==> config.mk <==
export PLATFORM = sky130hd
export DESIGN_NAME = serial_subtractor_flat
export DESIGN_NICKNAME = d
export VERILOG_FILES = /design/src/rtl/serial_subtractor_pkg.sv /design/src/rtl/serial_subtractor_if.sv /design/src/rtl/serial_subtractor_full_subtractor.sv /design/src/rtl/serial_subtractor.sv /design/src/flat_wrapper.sv
export SDC_FILE = /design/constraint.sdc
export NUM_CORES = 1
export LEC_CHECK = 0
export ABC_CLOCK_PERIOD_IN_PS = 2450
export CAP_MARGIN = 20
export CORE_ASPECT_RATIO = 2
export CORE_UTILIZATION = 27
export DETAILED_ROUTE_END_ITERATION = 7
export MAX_ROUTING_LAYER = met4
export SYNTH_ARGS = -nofsm -noshare
export SYNTH_HDL_FRONTEND = slang
export SYNTH_SLANG_ARGS = --single-unit
==> constraint.sdc <==
create_clock -name clk -period 2.45 [get_ports clk]
set_input_delay 0.49 -clock clk [delete_from_list [all_inputs] [get_ports clk]]
set_output_delay 0.49 -clock clk [all_outputs]
set_load 0.02 [all_outputs]
==> src/rtl/serial_subtractor_pkg.sv <==
// Shared types and helpers for the bit-serial subtractor.
package serial_subtractor_pkg;

    // FSM state encoding; the bench uses the same values for state checks.
    typedef enum logic [1:0] {
        S_IDLE = 2'd0,
        S_RUN  = 2'd1,
        S_DONE = 2'd2
    } state_t;

    // Bit-counter width for a given operand width (never narrower than 1 bit).
    function automatic int cnt_width(input int w);
        int r;
        r = $clog2(w);
        if (r < 1) begin
            r = 1;
        end else begin
            r = r;
        end
        return r;
    endfunction

endpackage

==> src/rtl/serial_subtractor_if.sv <==
// Request/result bundle between a requester and the serial subtractor.
interface serial_subtractor_if #(
    parameter int WIDTH = 8
);
    logic             start;
    logic [WIDTH-1:0] a;
    logic [WIDTH-1:0] b;
    logic             bin;
    logic             busy;
    logic             done;
    logic [WIDTH-1:0] diff;
    logic             bout;

    modport master (
        output start, a, b, bin,
        input  busy, done, diff, bout
    );

    modport slave (
        input  start, a, b, bin,
        output busy, done, diff, bout
    );
endinterface

==> src/rtl/serial_subtractor_full_subtractor.sv <==
// One-bit full subtractor: d = x - y - z, bo = borrow out.
module full_subtractor (
    input  logic x,
    input  logic y,
    input  logic z,
    output logic d,
    output logic bo
);
    assign d  = x ^ y ^ z;
    assign bo = (~x & y) | (~(x ^ y) & z);
endmodule

==> src/rtl/serial_subtractor.sv <==
// Bit-serial WIDTH-bit subtractor: a - b - bin, LSB first, one bit per clock.
module serial_subtractor
    import serial_subtractor_pkg::*;
#(
    parameter int WIDTH = 8
) (
    input  logic                clk,
    input  logic                rst,
    serial_subtractor_if.slave  bus
);
    localparam int              CNT_W    = cnt_width(WIDTH);
    localparam logic [CNT_W-1:0] LAST_CNT = CNT_W'(WIDTH - 1);

    state_t           state_r;
    logic [WIDTH-1:0] sa_r;
    logic [WIDTH-1:0] sb_r;
    logic [WIDTH-1:0] sr_r;
    logic [WIDTH-1:0] diff_r;
    logic [CNT_W-1:0] cnt_r;
    logic             br_r;
    logic             bout_r;
    logic             busy_r;
    logic             done_r;
    logic             d_s;
    logic             bo_s;

    // The single arithmetic cell, fed by the operand LSBs and the running borrow.
    full_subtractor u_cell (
        .x  (sa_r[0]),
        .y  (sb_r[0]),
        .z  (br_r),
        .d  (d_s),
        .bo (bo_s)
    );

    // Control FSM, operand/result shift registers, borrow flop and output registers.
    always_ff @(posedge clk) begin
        if (rst) begin
            state_r <= S_IDLE;
            sa_r    <= {WIDTH{1'b0}};
            sb_r    <= {WIDTH{1'b0}};
            sr_r    <= {WIDTH{1'b0}};
            diff_r  <= {WIDTH{1'b0}};
            cnt_r   <= {CNT_W{1'b0}};
            br_r    <= 1'b0;
            bout_r  <= 1'b0;
            busy_r  <= 1'b0;
            done_r  <= 1'b0;
        end else begin
            case (state_r)
                S_IDLE: begin
                    done_r <= 1'b0;
                    if (bus.start) begin
                        sa_r    <= bus.a;
                        sb_r    <= bus.b;
                        br_r    <= bus.bin;
                        cnt_r   <= {CNT_W{1'b0}};
                        busy_r  <= 1'b1;
                        state_r <= S_RUN;
                    end else begin
                        busy_r  <= 1'b0;
                        state_r <= S_IDLE;
                    end
                end
                S_RUN: begin
                    sr_r <= {d_s, sr_r[WIDTH-1:1]};
                    sa_r <= {1'b0, sa_r[WIDTH-1:1]};
                    sb_r <= {1'b0, sb_r[WIDTH-1:1]};
                    br_r <= bo_s;
                    if (cnt_r == LAST_CNT) begin
                        // Last bit: publish the result; the counter is parked at zero.
                        cnt_r   <= {CNT_W{1'b0}};
                        diff_r  <= {d_s, sr_r[WIDTH-1:1]};
                        bout_r  <= bo_s;
                        busy_r  <= 1'b0;
                        done_r  <= 1'b1;
                        state_r <= S_DONE;
                    end else begin
                        cnt_r   <= cnt_r + CNT_W'(1);
                        state_r <= S_RUN;
                    end
                end
                S_DONE: begin
                    done_r  <= 1'b0;
                    busy_r  <= 1'b0;
                    state_r <= S_IDLE;
                end
                default: begin
                    done_r  <= 1'b0;
                    busy_r  <= 1'b0;
                    state_r <= S_IDLE;
                end
            endcase
        end
    end

    assign bus.busy = busy_r;
    assign bus.done = done_r;
    assign bus.diff = diff_r;
    assign bus.bout = bout_r;

endmodule

==> src/flat_wrapper.sv <==
// flat-port wrapper written by rule: the top's interface ports become plain ports
module serial_subtractor_flat import serial_subtractor_pkg::*;
#(
    parameter int WIDTH = 8
)
  (clk, rst, bus_start, bus_a, bus_b, bus_bin, bus_busy, bus_done, bus_diff, bus_bout);
  serial_subtractor_if #(.WIDTH(WIDTH)) bus_i ();
  input  logic clk;
  input  logic rst;
  input wire logic [$bits(bus_i.start)-1:0] bus_start;
  input wire logic [$bits(bus_i.a)-1:0] bus_a;
  input wire logic [$bits(bus_i.b)-1:0] bus_b;
  input wire logic [$bits(bus_i.bin)-1:0] bus_bin;
  output wire logic [$bits(bus_i.busy)-1:0] bus_busy;
  output wire logic [$bits(bus_i.done)-1:0] bus_done;
  output wire logic [$bits(bus_i.diff)-1:0] bus_diff;
  output wire logic [$bits(bus_i.bout)-1:0] bus_bout;
  assign bus_i.start = bus_start;
  assign bus_i.a = bus_a;
  assign bus_i.b = bus_b;
  assign bus_i.bin = bus_bin;
  assign bus_busy = bus_i.busy;
  assign bus_done = bus_i.done;
  assign bus_diff = bus_i.diff;
  assign bus_bout = bus_i.bout;
  serial_subtractor #(.WIDTH(WIDTH)) u_core (.clk(clk), .rst(rst), .bus(bus_i));
endmodule
=== After elaboration in Yosys (flattened, before gate mapping) ===
Cells that the tools add are included.

* Bits in registers: 41
* Bits of input ports: 20
* Logic and storage cells: 43

* Add/sub/neg operators: 1
* Equal/unequal tests: 4
* Mux-type cells: 15
* Bitwise operators: 8
* Reductions and logical operators: 5

{| class="wikitable"
|+ Operators with widths
! kind !! count
|-
| 8-bit case mux with 2 select lines || 2
|-
| 8-bit 2-to-1 mux || 2
|-
| 3-bit 2-to-1 mux || 2
|-
| 3-bit case mux with 2 select lines || 1
|-
| 1-bit 2-to-1 mux || 4
|-
| 1-bit case mux with 2 select lines || 2
|-
| 2-bit case mux with 2 select lines || 1
|-
| 2-bit AND reduction || 2
|-
| 3-bit by 1-bit adder with 3-bit output, second input constant || 1
|-
| 3-bit equality test, second input constant || 1
|-
| 1-bit inverter || 3
|-
| 1-bit AND || 2
|-
| 2-bit by 1-bit equality test with 1-bit output, second input constant || 1
|-
| 2-bit zero test || 1
|-
| 2-bit 2-to-1 mux || 1
|-
| 2-bit by 1-bit inequality test with 1-bit output, second input constant || 1
|-
| 2-bit inequality test, second input constant || 1
|-
| 2-bit nonzero test || 1
|-
| 2-bit OR reduction || 1
|-
| 1-bit bitwise XOR || 2
|-
| 1-bit bitwise OR || 1
|}

=== Logic depth before layout (Yosys ltp) ===
* Depth after elaboration: 5
* Gate-level depth with buffers: 6
* Depth with buffers taken out: 5

=== By module ===
Synthesis repeated with hierarchy kept, for this count alone.

* Cell total of the unflattened synthesis: 177
* Area, all modules: 1,615.3 µm²

{| class="wikitable"
|+ By module, submodules not included
! module !! times used !! cells an instance !! area each (µm²) !! seq. area each (µm²)
|-
| serial_subtractor || 1 || 173 || 1,584.0 || 800.8
|-
| full_subtractor || 1 || 4 || 31.3 || 0.0
|}

=== Least setup slack after synthesis ===
Ideal clock, no wire load.

* Kind: register to register
* Start: register u_core.cnt_r[0]
* End: register u_core.bout_r (netlist: u_core.bus.bout)
* Setup time: 0.087 ns
* Arrival: 1.231 ns
* Required time: 2.363 ns
* Slack: 1.132 ns
* Stages on the path, launching flop included: 6
* Path buffers: 1
* Cells stage by stage: dfxtp_1 -> ha_1 -> ha_1 -> and3b_1 -> buf_4 -> a211oi_1

* Cells in the longest elaborated chain, start to end: 2

{| class="wikitable"
|+ Ends and longest elaborated chain
! element !! RTL line !! RTL
|-
| start: declaration || serial_subtractor.sv:19 || <nowiki>logic [CNT_W-1:0] cnt_r;</nowiki>
|-
| start signal: assignment || serial_subtractor.sv:44 || <nowiki>cnt_r <= {CNT_W{1'b0}};</nowiki>
|-
| start signal: assignment || serial_subtractor.sv:57 || <nowiki>cnt_r <= {CNT_W{1'b0}};</nowiki>
|-
| start signal: assignment || serial_subtractor.sv:72 || <nowiki>cnt_r <= {CNT_W{1'b0}};</nowiki>
|-
| 3-bit equality test || serial_subtractor.sv:70 || <nowiki>if (cnt_r == LAST_CNT) begin</nowiki>
|-
| 2-bit AND reduction (no source line) || - ||
|-
| end signal: assignment || serial_subtractor.sv:74 || <nowiki>bout_r <= bo_s;</nowiki>
|-
| end: declaration || serial_subtractor.sv:21 || <nowiki>logic bout_r;</nowiki>
|}

Every way passes these cells.
A chain may end at the register's enable or synchronous reset.

=== Worst setup path after layout ===
* Start: register u_core.diff_r[6] (netlist: u_core.bus.diff[6])
* End: output bus_diff[6]

{| class="wikitable"
|+ RTL lines
! element !! RTL line !! RTL
|-
| start: declaration || serial_subtractor.sv:18 || <nowiki>logic [WIDTH-1:0] diff_r;</nowiki>
|-
| start signal: assignment || serial_subtractor.sv:43 || <nowiki>diff_r <= {WIDTH{1'b0}};</nowiki>
|-
| start signal: assignment || serial_subtractor.sv:73 || <nowiki>diff_r <= {d_s, sr_r[WIDTH-1:1]};</nowiki>
|-
| end: declaration || flat_wrapper.sv:16 || <nowiki>output wire logic [$bits(bus_i.diff)-1:0] bus_diff;</nowiki>
|}

No word-level cell between the ends.

==> impl_metrics.py <==
metrics = {
    "clocking": {
        "cts-resized-gates": 0,
        "cts_buffer_depth": 2,
        "cts_sinks": 40,
        "cts_made_buffers": 5,
        "cts_tree": "yes",
        "clk_pin_slew_ns": 0.06,
        "post-cts-setup-buffers": 0,
        "clk-insertion-delay-late_ns": 0.28,
        "ctsHoldBuffers": 0,
        "cts-htree-levels": 2,
        "clock-root-buffer": "clkbuf_16",
    },
    "critical_path": {
        "worstSetupPathType": "reg2out",
        "cp_max_fo": 2,
        "endpoint_kind": "output port",
        "critical-path-top-delay-family": "buffers and inverters",
        "path_buf_inv": 1,
        "cp_slowest_cell": "clkdlybuf4s50_1",
        "start_kind": "register",
        "cp.arrival_ns": 1.22,
        "worstPathRequired_ns": 1.96,
        "max_stage_delay_ns": 0.60,
        "r2r_start": "u_core.state_r[0]",
        "path_cells": "clkdlybuf4s50_1",
        "critPathLaunch": "u_core.bus.diff[6]",
    },
    "logic_synthesis": {
        "seq_area_frac_synth_pct": 46.44,
        "synth_seq_cells": 40,
        "synth_area_mm2": 0.001724,
        "ys_types": 29,
        "syn_nets": 203,
        "synthesis.area_per_instance_um2": 9.632,
        "synth_cells": 179,
        "yosysWarnings": 0,
    },
    "floorplanning": {
        "start_util_pct": 28.24,
        "die_area_mm2": 0.006729,
        "fp.dieH_um": 115.0,
        "die_w_um": 58.51,
        "io-pin-count": 31,
        "core_area_mm2": 0.006106,
        "rows": 40,
    },
    "sta": {
        "rsz0062_at_grt": "no",
        "max-slew-margin-rel_pct": 56.89,
        "drv_slew": 0,
        "whs_ns": 0.4523,
        "fin_crit_sh_pct": 69.92,
        "tns_ns": 0,
        "worst_pin_slew_ns": 0.6457,
        "max_freq_mhz": 583.8,
        "fin_skew_ns": 0.004988,
        "hold_viol": 0,
        "fin_crit_ns": 1.713,
        "finalSetupViolations": 0,
    },
    "global_route": {
        "grt_overflow": 0,
        "antenna_found_initial": 0,
        "grt_pass1_vias": 1212,
        "grt_pass1_wl_mm": 5.520,
        "grt_usage_pct": 11.17,
        "grt_max_degree": 40,
    },
    "routing": {
        "drc": 0,
        "via_per_inst": 4.434,
        "drtPass1Iterations": 4,
        "wl_per_cell_um": 11.29,
        "drt-total-wl_mm": 3.274,
        "drtAntennaViolNets": 0,
        "num_vias": 1286,
        "drt_iter0_markers": 56,
    },
    "min_path": {
        "worstHoldStart": "u_core.bus.diff[3]",
        "worst_hold_path_type": "reg2reg",
    },
    "outcome": {
        "status": "finished, final reports clean",
    },
    "final_layout": {
        "num-nets-final": 229,
        "final_common_cell": "dfxtp_1",
        "final_cell_mix": "40 x dfxtp_1, 30 x nand2_1, 30 x clkdlybuf4s50_1",
        "area_growth_pct": 28.81,
        "n_antenna_cell": 0,
        "drive_above_1_share_pct": 12.14,
    },
    "placed_design": {
        "routabilityCongestion": 0.6926,
        "portBuffers": 30,
        "hpwl_mm": 2.358,
    },
    "pwr": {
        "p_leak_nw": 0.8147,
        "vdd_drop_max_mv": 0.2407,
        "powerDensity_mw_per_mm2": 717.6,
    },
    "run": {
        "drv_cap": 0,
    },
}
through the flow:
stage                     instance area (um2)  setup WS [ns]  utilization [%]  cells  total power [W]
after global placement                   2053         0.6199            33.63    282        0.0008759
after CTS                                2221         0.7203            36.37    290         0.001618
after global routing                     2221         0.6917            36.37    290         0.001660
final                                    2221         0.7370            36.37    290         0.001594
after detailed placement                 2053         0.5602            33.63    282        0.0008798
after floorplan                          1724          1.132                -    179        0.0008304
cell families after synthesis:
| logic type | Yosys count | synth area share (%) |
|---|---|---|
| mux | 15 | 8.708 |
| buf+inv | 18 | 7.328 |
| flops | 40 | 46.44 |
| simple gates | 63 | 15.68 |
| fa+ha+maj | 4 | 3.338 |
| compound gates | 39 | 18.51 |
cell usage after synthesis:
cell type / number / area (um2)
dfxtp_1: 40 / 800.8
nand2_1: 30 / 112.6
nor2_1: 23 / 86.33
a21oi_1: 16 / 80.08
mux2i_1: 15 / 150.1
a211oi_2: 10 / 125.1
a211oi_1: 5 / 37.54
a22oi_1: 5 / 37.54
buf_6: 5 / 56.30
inv_1: 4 / 15.01
clkbuf_1: 3 / 11.26
ha_1: 3 / 37.54
buf_2: 2 / 10.01
buf_4: 2 / 15.01
nor3_1: 2 / 10.01
and3_1: 1 / 6.260
and3b_1: 1 / 8.760
buf_1: 1 / 3.750
buf_8: 1 / 15.01
fa_1: 1 / 20.02
nand2b_1: 1 / 6.260
nand3b_1: 1 / 7.510
nor2b_1: 1 / 6.260
nor3b_1: 1 / 7.510
nor3b_2: 1 / 12.51
nor4_1: 1 / 6.260
o21ba_4: 1 / 16.27
o21bai_2: 1 / 11.26
o221a_2: 1 / 11.26
registers in the layout, summed over array words and instances (netlist names):
name,cells
u_core.bus.diff,8
u_core.sa_r,8
u_core.sb_r,8
u_core.sr_r,7
u_core.cnt_r,3
u_core.state_r,2
u_core.br_r,1
u_core.bus.bout,1
u_core.bus.busy,1
u_core.bus.done,1
cell type report:
cell class                      instances  area (um2)
Multi-Input combinational cell        121       797.0
Timing Repair Buffer                   33       335.3
Tap cell                               84       105.1
Clock inverter                          3       42.54
Inverter                                4       15.01
Sequential cell                        40       800.8
Clock buffer                            5       125.1
Fill cell                             658        3885
worst paths after layout:
| path | end | slack (ns) | cells past startpoint |
|---|---|---|---|
| worst max-delay path | bus_diff[6] | 0.74 | 1 |
| worst min-delay path | u_core.bus.diff[3] | 0.45 | 2 |
| worst max register to register | u_core.sa_r[1] | 0.86 | 3 |
| worst min register to register | u_core.bus.diff[3] | 0.45 | 2 |
report_power, final:
part           switching (W)  internal [W]  leakage, nW
Combinational      0.0000758     0.0000833        0.408
Clock               0.000254      0.000478       0.0798
Sequential         0.0000212      0.000681        0.327
layer usage:
metal	GRT usage [%]	routed length, um
met5	-	0
met4	5.714	60
met3	2.700	109
met2	18.85	1750
met1	11.84	1354
(Power assumes the default switching activity.)
